<file path="src/rtl/seg_scan_ctrl.sv">
// Multiplexed seven-segment scan controller with frame-coherent shadow update,
// anti-ghost blank window and leading-zero suppression. Optional macro: SEG_DP_EN.
module seg_scan_ctrl #(
  parameter int unsigned DIGITS     = 8,
  parameter int unsigned DIV        = 100000,
  parameter int unsigned BLANK      = 4,
  parameter bit          ACTIVE_LOW = 1'b1
) (
  input  logic                  clk,
  input  logic                  rst,
  input  logic [4*DIGITS-1:0]   iSeg,
  input  logic                  iWe,
  input  logic                  iLzb,
`ifdef SEG_DP_EN
  input  logic [DIGITS-1:0]     iDp,
`endif
  output logic [DIGITS-1:0]     oAn,
  output logic [7:0]            oSeg
);

  localparam int unsigned CNT_W = (DIV > 1) ? $clog2(DIV) : 1;
  localparam int unsigned IDX_W = (DIGITS > 1) ? $clog2(DIGITS) : 1;
  localparam logic [CNT_W-1:0]  LAST_DIV = CNT_W'(DIV - 1);
  localparam logic [CNT_W-1:0]  BLANK_C  = CNT_W'(BLANK);
  localparam logic [IDX_W-1:0]  LAST_IDX = IDX_W'(DIGITS - 1);
  localparam logic [DIGITS-1:0] AN_OFF   = {DIGITS{ACTIVE_LOW}};
  localparam logic [7:0]        SEG_OFF  = {8{ACTIVE_LOW}};

  logic [4*DIGITS-1:0] r_shadow;
  logic [4*DIGITS-1:0] r_display;
  logic [CNT_W-1:0]    r_div_cnt;
  logic [IDX_W-1:0]    r_idx;

  logic                w_wrap;
  logic                w_frame_end;
  logic [3:0]          w_nib;
  logic [IDX_W-1:0]    w_msd;
  logic                w_dp;
  logic [DIGITS-1:0]   w_an_hot;
  logic                w_dark;
  logic [DIGITS-1:0]   w_an_next;
  logic [7:0]          w_seg_next;

  // Active-high hex decode, bit order {g,f,e,d,c,b,a}
  function automatic logic [6:0] hex7(input logic [3:0] v);
    logic [6:0] s;
    case (v)
      4'h0: s = 7'h3F;
      4'h1: s = 7'h06;
      4'h2: s = 7'h5B;
      4'h3: s = 7'h4F;
      4'h4: s = 7'h66;
      4'h5: s = 7'h6D;
      4'h6: s = 7'h7D;
      4'h7: s = 7'h07;
      4'h8: s = 7'h7F;
      4'h9: s = 7'h6F;
      4'hA: s = 7'h77;
      4'hB: s = 7'h7C;
      4'hC: s = 7'h39;
      4'hD: s = 7'h5E;
      4'hE: s = 7'h79;
      default: s = 7'h71;
    endcase
    return s;
  endfunction

  assign w_wrap      = (r_div_cnt == LAST_DIV);
  assign w_frame_end = w_wrap && (r_idx == LAST_IDX);

  always_comb begin
    w_nib    = 4'h0;
    w_msd    = '0;
    w_an_hot = '0;
    for (int k = 0; k < int'(DIGITS); k++) begin
      if (r_idx == IDX_W'(k)) begin
        w_nib       = r_display[4*k +: 4];
        w_an_hot[k] = 1'b1;
      end
      // Ascending scan: the last nonzero nibble seen is the most significant one
      if (r_display[4*k +: 4] != 4'h0) w_msd = IDX_W'(k);
    end
  end

`ifdef SEG_DP_EN
  logic [DIGITS-1:0] r_dp_shadow;
  logic [DIGITS-1:0] r_dp_display;

  always_comb begin
    w_dp = 1'b0;
    for (int k = 0; k < int'(DIGITS); k++)
      if (r_idx == IDX_W'(k)) w_dp = r_dp_display[k];
  end

  always_ff @(posedge clk or posedge rst) begin
    if (rst) begin
      r_dp_shadow  <= '0;
      r_dp_display <= '0;
    end else begin
      if (w_frame_end) r_dp_display <= r_dp_shadow;
      if (iWe)         r_dp_shadow  <= iDp;
    end
  end
`else
  assign w_dp = 1'b0;
`endif

  // Dark slot: inside the anti-ghost window, or a suppressed leading zero
  assign w_dark     = (r_div_cnt < BLANK_C) || (iLzb && (r_idx > w_msd));
  assign w_an_next  = w_dark ? AN_OFF  : (w_an_hot ^ AN_OFF);
  assign w_seg_next = w_dark ? SEG_OFF : ({w_dp, hex7(w_nib)} ^ SEG_OFF);

  always_ff @(posedge clk or posedge rst) begin
    if (rst) begin
      r_shadow  <= '0;
      r_display <= '0;
      r_div_cnt <= '0;
      r_idx     <= '0;
      oAn       <= AN_OFF;
      oSeg      <= SEG_OFF;
    end else begin
      if (iWe)         r_shadow  <= iSeg;
      if (w_frame_end) r_display <= r_shadow;
      if (w_wrap) begin
        r_div_cnt <= '0;
        r_idx     <= (r_idx == LAST_IDX) ? '0 : IDX_W'(r_idx + 1'b1);
      end else begin
        r_div_cnt <= CNT_W'(r_div_cnt + 1'b1);
      end
      oAn  <= w_an_next;
      oSeg <= w_seg_next;
    end
  end

endmodule

</file>
<file path="config.mk">
export PLATFORM = sky130hd
export DESIGN_NAME = seg_scan_ctrl
export DESIGN_NICKNAME = d
export VERILOG_FILES = /design/src/rtl/seg_scan_ctrl.sv
export SDC_FILE = /design/constraint.sdc
export NUM_CORES = 1
export LEC_CHECK = 0
export ABC_AREA = 1
export CORE_MARGIN = 2
export CORE_UTILIZATION = 37
export DETAILED_ROUTE_END_ITERATION = 8
export PLACE_DENSITY = 0.67
export SYNTH_ARGS = -nofsm -noshare
export SYNTH_HDL_FRONTEND = slang
export SYNTH_SLANG_ARGS = --single-unit
</file>
<file path="constraint.sdc">
create_clock -name clk -period 3.45 [get_ports clk]
set_input_delay 0.8625 -clock clk [delete_from_list [all_inputs] [get_ports clk]]
set_output_delay 0.8625 -clock clk [all_outputs]
set_load 0.01 [all_outputs]
</file>
==> results.py, run 1 <==
metrics = {
    "layout": {
        "syn_to_final_growth_pct": 18.0,
        "final_util_pct": 44.6,
        "drive_above_1_share_pct": 9.99,
        "diodes": 0,
        "fillers": 1332,
        "fin_cells": 847,
        "fin_area_sq_mm": 0.00589,
        "nets": 718,
    },
    "min_path": {
        "min-delay-start": "r_div_cnt[0]",
        "hold_class": "reg -> reg",
    },
    "placement": {
        "gp_congestion": 0.819,
        "placed_cells_incl_taps": 831,
        "port_buffers": 50,
        "dp_slack_ns": 0.997,
        "dpl.hpwl_mm": 7.29,
        "place_area_sq_mm": 0.00560,
    },
    "logic_synthesis": {
        "synth.avg_cell_area_sq_um": 8.03,
        "syn_nets": 673,
        "synth_commonest_cells": "147 x nand2_1, 117 x inv_1, 84 x dfrtp_1, 53 x nor2_1, 47 x o21ai_0",
        "netlist_area_sq_mm": 0.00499,
        "ys_seq_area_share_pct": 50.0,
        "synth_top_area_share_pct": 42.1,
        "ys_types": 33,
        "synth.most_common_cell": "nand2_1",
        "synth_area_leaders": "dfrtp_1 42%, nand2_1 11%, inv_1 8.8%, dfstp_2 7.9%, o21ai_0 4.7%",
        "synth_seq_cells": 99,
        "synth_top_area_cell": "dfrtp_1",
        "synth_edf_count": 0,
        "synth_ff_type": "dfrtp_1",
        "synthArstFlopShare_pct": 100,
        "synthCells": 621,
        "ys_warn_count": 0,
    },
    "clocking": {
        "cts.sinks": 99,
        "cts_tree": "done",
        "root_buffer": "clkbuf_16",
        "postCtsSetupRepairBufs": 0,
        "cts.htree.levels": 3,
        "cts-hold-fix-buffers": 0,
        "cts.repair.resized": 0,
        "clk_pin_slew_ns": 0.06,
        "clockBufferDepth": 2,
        "cts_buffers": 9,
        "clock_latency_ns": 0.35,
    },
    "routing": {
        "vias": 3854,
        "wl_per_cell_microns": 11.6,
        "firstDrtPassIters": 4,
        "viasPerCell": 4.55,
        "wl_mm": 9.83,
        "drc_errors": 0,
        "drtIter0Drc": 217,
        "final_antenna_net_count": 0,
    },
    "floorplanning": {
        "dieHeight_microns": 120,
        "ios": 52,
        "core_sq_mm": 0.0132,
        "initial_utilization_pct": 37.8,
        "dieArea_sq_mm": 0.0144,
        "die_w_microns": 120,
        "rows": 42,
    },
    "timing": {
        "grt_setup_unrepaired": "false",
        "max_freq_mhz": 404,
        "tightest_slew_ns": 0.866,
        "finalSetupViolCount": 0,
        "timing.final.crit_share_pct": 71.7,
        "finClkSkew_ns": 0.00858,
        "finalWorstPathRequiredPeriod_ns": 2.47,
        "finalMaxSlewViolations": 0,
        "hold_viol_final": 0,
        "fin_ws_ns": 0.978,
        "fin_setup_tns_ns": 0,
        "slew-limit-headroom_pct": 42.3,
    },
    "critical_path": {
        "cpPeakStageDelay_ns": 0.42,
        "path_cells": "inv_1, ha_1, inv_1, nor2_1, nand2_1, nand3_1, nand2_1, nand2_1, nand2_1, nand2_1, nand2_1, nand2_1, inv_1, ha_1, inv_1, nand2_1, nand2_1, nand2_1, nand2_1",
        "cp_common_cell": "nand2_1",
        "crit_start": "r_idx[1]",
        "r2r_start": "r_idx[1]",
        "worstSetupPathType": "reg -> reg",
        "crit_fanout": 7,
        "crit_buf_inv": 4,
        "crit_family": "simple AND/OR/NAND/NOR gates",
        "start_kind": "flop",
        "endpoint_kind": "flop",
        "critPathSlowestCell": "dfrtp_1",
        "required_ns": 3.71,
        "crit_arrival_ns": 2.74,
        "r2r_setup_slack_ns": 0.98,
    },
    "global_routing": {
        "grt_max_degree": 68,
        "antenna_found_initial": 0,
        "grtUsageTotal_pct": 15.0,
        "grt_pass1_wl_mm": 17.2,
        "grt_pass1_vias": 3655,
        "grt_overflow": 0,
    },
    "power_and_ir_drop": {
        "p_leak_nw": 3.22,
        "power.density_mw_per_mm2": 386,
        "vdd_drop_max_uv": 328,
    },
    "flow_run": {
        "drv_cap": 0,
    },
    "status": {
        "status": "finished, final reports clean",
    },
}
sequential cells by signal, indices dropped and copies added (netlist names):
register,count
r_idx,3
oSeg,7
oAn,8
r_shadow,32
r_div_cnt,17
r_display,32
where the power goes:
part / switching (mW) / leakage [nW] / total [mW] / internal, mW
registers: 0.00771 / 1.26 / 1.20 / 1.19
logic: 0.0679 / 1.83 / 0.120 / 0.0519
clock network: 0.417 / 0.136 / 0.947 / 0.530
cells by family after synthesis:
family | share of synthesized area, %
xor+xnor | 0.351
buf+inv | 11.4
compound gates | 10.2
flops | 50.0
fa+ha+maj | 4.01
simple gates | 23.9
other cells | 0.0752
worst paths after layout:
kind	end	cells after the start
max in group asynchronous	oAn[2]	3
setup reg to reg	oSeg[1]	19
hold / removal	r_div_cnt[0]	1
min in group asynchronous	r_shadow[0]	2
hold reg to reg	r_div_cnt[0]	1
setup / recovery	oSeg[1]	19
cell type report:
cell class,instances,area (sq um),area share (%)
Tap cell,176,220,3.74
Multi-Input combinational cell,386,1920,32.7
Clock buffer,13,260,4.42
Inverter,119,449,7.63
Clock inverter,3,21.3,0.361
Sequential cell,99,2500,42.4
Timing Repair Buffer,51,515,8.76
placed cells by master, fill, tap and decap left out, drive strengths merged, types with 3 or more instances in the layout:
master and instances:
inv 118, clkbuf 13, ha 16, clkinv 3, nor3 3, nand4 3
o21ai 48, nand3 26, nand2 152, nor4 13, nor2 73, dfrtp 84
a21oi 44, dfstp 15, clkdlybuf4s50 49
worst reg2reg max path, cell delays in order (launching register included):
cell	delay [ns]
dfrtp_1	0.42
inv_1	0.12
ha_1	0.30
inv_1	0.09
nor2_1	0.19
nand2_1	0.07
nand3_1	0.09
nand2_1	0.05
nand2_1	0.05
nand2_1	0.06
nand2_1	0.05
nand2_1	0.05
nand2_1	0.16
inv_1	0.11
ha_1	0.29
inv_1	0.03
nand2_1	0.08
nand2_1	0.06
nand2_1	0.08
nand2_1	0.04
layer usage:
metal  wire (microns)  global-route usage (%)
met1             4850                    20.1
met4              149                    5.07
met2             4430                    23.6
met5                0                       0
met3              399                    3.75
metrics by stage:
step	power, mW	hold slack (ns)
after detailed placement	1.35	0.455
after global placement	1.34	0.448
final	2.27	0.460
after global routing	2.37	0.494
after CTS	2.30	0.463
after floorplan	1.29	0.431
(Power assumes the default switching activity.)
==> inputs of run 2 (changes only) <==
--- a/config.mk
+++ b/config.mk
@@ -9,7 +9,7 @@
 export CORE_MARGIN = 2
 export CORE_UTILIZATION = 37
 export DETAILED_ROUTE_END_ITERATION = 8
-export PLACE_DENSITY = 0.67
+export PLACE_DENSITY = 0.65
 export SYNTH_ARGS = -nofsm -noshare
 export SYNTH_HDL_FRONTEND = slang
 export SYNTH_SLANG_ARGS = --single-unit
==> constraint.sdc (replaced) <==
create_clock -name clk -period 2.33 [get_ports clk]
set_input_delay 0.5825 -clock clk [delete_from_list [all_inputs] [get_ports clk]]
set_output_delay 0.5825 -clock clk [all_outputs]
set_load 0.01 [all_outputs]
==> run 2 against run 1 <==
  * Via count increased by 3.2%
  * Utilization is 2.8 points higher
  * Critical endpoint is now oSeg[6]
  * Power up 54%
  * Clock power up 61%
  * Clock skew grew 0.0036 ns
  * Routed wire length grew 6.0%
  * Critical path type unchanged
  * Critical path depth decreased by 7
  * Combinational power grew 53%
==> results.py, run 2 (synthesis gave the netlist of run 1 again) <==
metrics = {
    "status": {
        "status": "finished, final reports clean",
    },
    "routing": {
        "final_antenna_net_count": 0,
        "drc_errors": 0,
        "wl_per_cell_microns": 12.0,
        "wl_mm": 10.4,
        "firstDrtPassIters": 4,
        "vias": 3976,
        "drtIter0Drc": 234,
        "viasPerCell": 4.56,
    },
    "global_routing": {
        "grt_pass1_wl_mm": 18.0,
        "grt_overflow": 0,
        "grtUsageTotal_pct": 15.6,
        "antenna_found_initial": 0,
        "grt_pass1_vias": 3999,
        "grt_max_degree": 62,
    },
    "timing": {
        "finalMaxSlewViolations": 0,
        "grt_setup_unrepaired": "false",
        "tightest_slew_ns": 0.580,
        "fin_setup_tns_ns": 0,
        "hold_viol_final": 0,
        "slew-limit-headroom_pct": 61.4,
        "timing.final.crit_share_pct": 93.5,
        "max_freq_mhz": 459,
        "finalWorstPathRequiredPeriod_ns": 2.18,
        "finalSetupViolCount": 0,
        "finClkSkew_ns": 0.0122,
        "fin_ws_ns": 0.152,
    },
    "critical_path": {
        "required_ns": 2.61,
        "cp_common_cell": "nand2_1",
        "crit_fanout": 7,
        "path_cells": "nor4_1, nand2_1, nand2_1, nand2_1, nand2_1, nand2_1, ha_1, nand3_1, nand3_2, nand2_4, clkinvlp_4, nand3_1",
        "worstSetupPathType": "reg -> reg",
        "crit_arrival_ns": 2.46,
        "start_kind": "flop",
        "endpoint_kind": "flop",
        "critPathSlowestCell": "dfrtp_1",
        "cpPeakStageDelay_ns": 0.41,
    },
    "floorplanning": {
        "initial_utilization_pct": 37.8,
        "core_sq_mm": 0.0132,
        "rows": 42,
        "die_w_microns": 120,
        "ios": 52,
        "dieArea_sq_mm": 0.0144,
        "dieHeight_microns": 120,
    },
    "clocking": {
        "clk_pin_slew_ns": 0.07,
        "cts_tree": "done",
        "root_buffer": "clkbuf_16",
        "clockBufferDepth": 2,
        "cts.htree.levels": 3,
        "cts-hold-fix-buffers": 0,
        "clock_latency_ns": 0.35,
        "cts.sinks": 99,
        "cts_buffers": 9,
    },
    "power_and_ir_drop": {
        "p_leak_nw": 3.37,
        "vdd_drop_max_uv": 402,
        "power.density_mw_per_mm2": 558,
    },
    "layout": {
        "drive_above_1_share_pct": 18.0,
        "reg.largest.list": "r_display (32), r_shadow (32), r_div_cnt (17)",
        "fillers": 1331,
        "layout_commonest_cell": "nand2_1",
        "fin_cells": 872,
        "syn_to_final_growth_pct": 25.3,
        "layout_common_cells": "142 x nand2_1, 111 x inv_1, 82 x dfrtp_1",
        "nets": 743,
        "diodes": 0,
    },
    "flow_run": {
        "drv_cap": 0,
    },
    "placement": {
        "placed_cells_incl_taps": 846,
        "gp_congestion": 0.893,
        "dpl.hpwl_mm": 7.65,
        "dp_slack_ns": -0.0216,
        "port_buffers": 50,
    },
    "min_path": {
        "hold_class": "reg -> reg",
    },
}
## run 2: metal layers
metal	global-route usage, %	vias up	routed length (microns)
li1	-	2052	-
met1	19.8	1828	4860
met2	25.5	77	4890
met3	4.37	19	498
met4	5.51	0	182
met5	0	-	0
## run 2: timing repair
action                                  4_1_cts  5_1_grt
resized for setup                             4       34
pin swaps                                     0        8
cloned                                        0        1
endpoints found under the setup margin        8       15
setup buffers                                 0        9
## run 2: where the power goes
group,internal (mW),switching [mW]
clock network,0.852,0.670
registers,1.77,0.0126
logic,0.0800,0.103
## run 2: layout make-up
| cell class | count | area [sq um] | share of cell area, % |
|---|---|---|---|
| sequential | 99 | 2500 | 40.0 |
| multi-input combinational | 386 | 2040 | 32.7 |
| timing repair buffer | 75 | 718 | 11.5 |
| inverter | 119 | 455 | 7.29 |
| clock buffer | 9 | 225 | 3.60 |
| tap | 176 | 220 | 3.52 |
| clock inverter | 7 | 83.8 | 1.34 |
| timing repair inverter | 1 | 7.51 | 0.120 |
## run 2: final timing paths
path	startpoint	cells after the start	to	slack, ns
max	r_display[12]	12	oSeg[6]	0.15
max in group asynchronous	rst	3	r_display[15]	1.19
min	r_div_cnt[0]	1	r_div_cnt[0]	0.46
max reg2reg	r_display[12]	12	oSeg[6]	0.15
min in group asynchronous	rst	3	r_div_cnt[16]	0.71
min reg2reg	r_div_cnt[0]	1	r_div_cnt[0]	0.46
## run 2: worst max-delay path, delay by kind of cell, from the launching register on
kind / cells / cell delay, ns
adders and majority gates: 1 / 0.29
buffers and inverters: 1 / 0.19
DFF: 1 / 0.41
and+or+nand+nor: 10 / 1.21
## run 2: through the flow
step	power [mW]	util, %	cell area (sq um)	hold slack [ns]
2_1_floorplan	1.91	-	4990	0.431
3_3_place_gp	1.99	43.5	5740	0.450
3_5_place_dp	2.00	43.5	5740	0.451
4_1_cts	3.54	46.1	6080	0.460
5_1_grt	3.65	47.4	6250	0.482
6_report	3.49	47.4	6250	0.456
==> inputs of run 3 (changes only) <==
--- a/config.mk
+++ b/config.mk
@@ -5,7 +5,7 @@
 export SDC_FILE = /design/constraint.sdc
 export NUM_CORES = 1
 export LEC_CHECK = 0
-export ABC_AREA = 1
+export CORE_ASPECT_RATIO = 1.4
 export CORE_MARGIN = 2
 export CORE_UTILIZATION = 37
 export DETAILED_ROUTE_END_ITERATION = 8
==> run 3 against run 2 <==
  * Routed wire length rose by 2.2%
  * Critical path type unchanged
  * Largest power group unchanged
  * The run now ends with setup timing left
  * Largest cell class unchanged
  * Power grew 2.3%
  * Combinational power decreased by 5%
  * Register-to-register slack lost 0.23 ns
  * Sequential share of layout area down 2.2 points
  * Global-route usage is 0.12 points higher
  * Synthesized cell count down 37%
  * Worst hold slack better by 0.037 ns
  * Die area down 3.6%
==> results.py, run 3 <==
metrics = {
    "power_and_ir_drop": {
        "power.density_mw_per_mm2": 539,
        "p_leak_nw": 3.01,
        "vdd_drop_max_uv": 281,
        "power.switching_mw": 0.716,
        "p_sw_share_pct": 20.1,
        "p_seq_share_pct": 50.8,
        "combPwrFrac_pct": 4.9,
        "power_frac_clock_pct": 44.3,
        "intPower_mw": 2.85,
    },
    "floorplanning": {
        "ios": 52,
        "dieHeight_microns": 139,
        "core_sq_mm": 0.0128,
        "initial_utilization_pct": 37.6,
        "die_w_microns": 100,
        "dieArea_sq_mm": 0.0139,
        "rows": 49,
    },
    "logic_synthesis": {
        "synthArstFlopShare_pct": 100,
        "synth_top_area_cell": "dfrtp_1",
        "synth_commonest_cells": "84 x dfrtp_1, 35 x mux2_2, 33 x nand2_1, 30 x mux2_4, 19 x nor2_1",
        "synth_area_leaders": "dfrtp_1 44%, mux2_4 9.4%, dfstp_2 8.2%, mux2_2 8.2%, ha_1 4.2%",
        "synth_ff_type": "dfrtp_1",
        "synth_top_area_share_pct": 43.8,
        "synthCells": 389,
        "ys_warn_count": 0,
        "synth.most_common_cell": "dfrtp_1",
        "synth_seq_cells": 99,
        "ys_types": 53,
        "netlist_area_sq_mm": 0.00480,
        "synth.avg_cell_area_sq_um": 12.3,
        "ys_seq_area_share_pct": 52.0,
        "syn_nets": 441,
        "synth_edf_count": 0,
    },
    "critical_path": {
        "cp_common_cell": "buf_4",
        "start_kind": "flop",
        "required_ns": 2.60,
        "critPathSlowestCell": "dfrtp_2",
        "crit_family": "compound AO/OA/AOI/OAI gates",
        "crit_buf_inv": 3,
        "cpPeakStageDelay_ns": 0.47,
        "path_cells": "ha_4, ha_4, buf_4, a2111oi_2, buf_4, o221ai_1, nand2_1, buf_4, nor2_1, a211oi_1, o21ai_1",
        "endpoint_kind": "flop",
        "worstSetupPathType": "reg -> reg",
        "crit_fanout": 12,
        "crit_arrival_ns": 2.68,
    },
    "timing": {
        "grt_setup_unrepaired": "true",
        "slew-limit-headroom_pct": 62.8,
        "hold_viol_final": 0,
        "finalWorstPathRequiredPeriod_ns": 2.41,
        "fin_ws_ns": -0.0818,
        "finalSetupViolCount": 13,
        "timing.final.crit_share_pct": 104,
        "tightest_slew_ns": 0.558,
        "max_freq_mhz": 415,
        "finClkSkew_ns": 0.00833,
        "finalMaxSlewViolations": 0,
        "hold_ws_ns": 0.492,
    },
    "routing": {
        "vias": 3324,
        "viasPerCell": 5.01,
        "final_antenna_net_count": 0,
        "wl_mm": 10.7,
        "wl_per_cell_microns": 16.1,
        "firstDrtPassIters": 4,
        "drc_errors": 0,
        "drtIter0Drc": 131,
    },
    "clocking": {
        "cts-hold-fix-buffers": 0,
        "clk_pin_slew_ns": 0.06,
        "clockBufferDepth": 2,
        "cts.htree.levels": 3,
        "clock_latency_ns": 0.34,
        "cts_buffers": 9,
        "root_buffer": "clkbuf_16",
        "cts.sinks": 99,
        "cts_tree": "done",
    },
    "global_routing": {
        "grt_overflow": 0,
        "antenna_found_initial": 0,
        "grt_pass1_vias": 3535,
        "grt_max_degree": 100,
        "grt_pass1_wl_mm": 17.3,
        "grtUsageTotal_pct": 15.7,
    },
    "status": {
        "failed_checks": "setup timing",
        "status": "finished with violations",
    },
    "layout": {
        "drive_above_1_share_pct": 44.9,
        "final_util_pct": 51.9,
        "layout_common_cells": "82 x dfrtp_1, 66 x buf_4, 50 x clkdlybuf4s50_1",
        "nets": 557,
        "layout_commonest_cell": "dfrtp_1",
        "syn_to_final_growth_pct": 38.0,
        "diodes": 0,
        "reg.largest.list": "r_display (32), r_shadow (32), r_div_cnt (17)",
    },
    "min_path": {
        "hold_class": "reg -> reg",
    },
    "placement": {
        "port_buffers": 50,
        "dpl.hpwl_mm": 7.55,
        "gp_congestion": 0.886,
    },
    "flow_run": {
        "drv_cap": 0,
    },
}
-- run 3: cells by family after synthesis --
family	count (synthesis)	share of synthesized area [%]
flip-flops	99	52.0
multiplexers	67	18.0
adder cells (fa/ha/maj)	16	4.17
AND/OR/NAND/NOR	101	11.0
AO/OA/AOI/OAI	53	7.49
other	1	0.0782
buffers and inverters	38	4.59
XOR/XNOR	14	2.56
-- run 3: routing by layer --
metal | track usage (%) | wire length [microns] | vias up
li1 | - | - | 1606
met1 | 17.4 | 4230 | 1658
met2 | 29.3 | 5950 | 44
met3 | 2.62 | 209 | 16
met4 | 6.34 | 264 | 0
met5 | 0 | 0 | -
-- run 3: through the flow --
step	std cells	setup WS [ns]	power [mW]	instance area [sq um]	TNS [ns]
after floorplan	389	-0.0190	1.92	4920	-0.0190
after global placement	640	-0.272	2.01	5970	-2.67
after detailed placement	640	-0.232	2.02	5970	-2.52
after CTS	661	-0.0674	3.61	6480	-0.520
after global routing	663	-0.270	3.70	6620	-2.32
final	663	-0.0818	3.57	6620	-0.514
-- run 3: path summary, 6_finish.rpt --
kind	from	slack (ns)	cells after the start	to
max	r_idx[0]	-0.08	11	oSeg[3]
min	r_div_cnt[0]	0.49	1	r_div_cnt[0]
max reg2reg	r_idx[0]	-0.08	11	oSeg[3]
min reg2reg	r_div_cnt[0]	0.49	1	r_div_cnt[0]
max in group asynchronous	rst	1.14	3	r_idx[1]
min in group asynchronous	rst	0.69	3	r_shadow[23]
-- run 3: final cells by class --
class	instances	area, sq um
Fill cell	1120	6130
Clock buffer	11	243
Sequential cell	99	2500
Multi-Input combinational cell	253	2430
Clock inverter	5	77.6
Timing Repair Buffer	124	1100
Inverter	18	78.8
Tap cell	153	191
-- run 3: worst reg2reg max path: cells and delay by family (launching register included) --
kind                     cells  cell delay, ns
AND/OR/NAND/NOR              2            0.17
AO/OA/AOI/OAI                4            0.81
adder cells (fa/ha/maj)      2            0.40
flip-flops                   1            0.47
buffers and inverters        3            0.49
-- run 3: timing repair --
item,4_1_cts,5_1_grt
cloned,2,1
setup buffers,3,1
resized for setup,38,28
setup endpoints to repair,15,45
pin swaps,13,18
-- run 3: power groups by stage --
stage | Sequential (mW) | Clock (mW) | Combinational [mW]
2_1_floorplan | 1.83 | 0 | 0.0960
3_3_place_gp | 1.84 | 0 | 0.173
3_5_place_dp | 1.84 | 0 | 0.178
4_1_cts | 1.81 | 1.61 | 0.178
5_1_grt | 1.82 | 1.70 | 0.191
6_report | 1.81 | 1.58 | 0.174
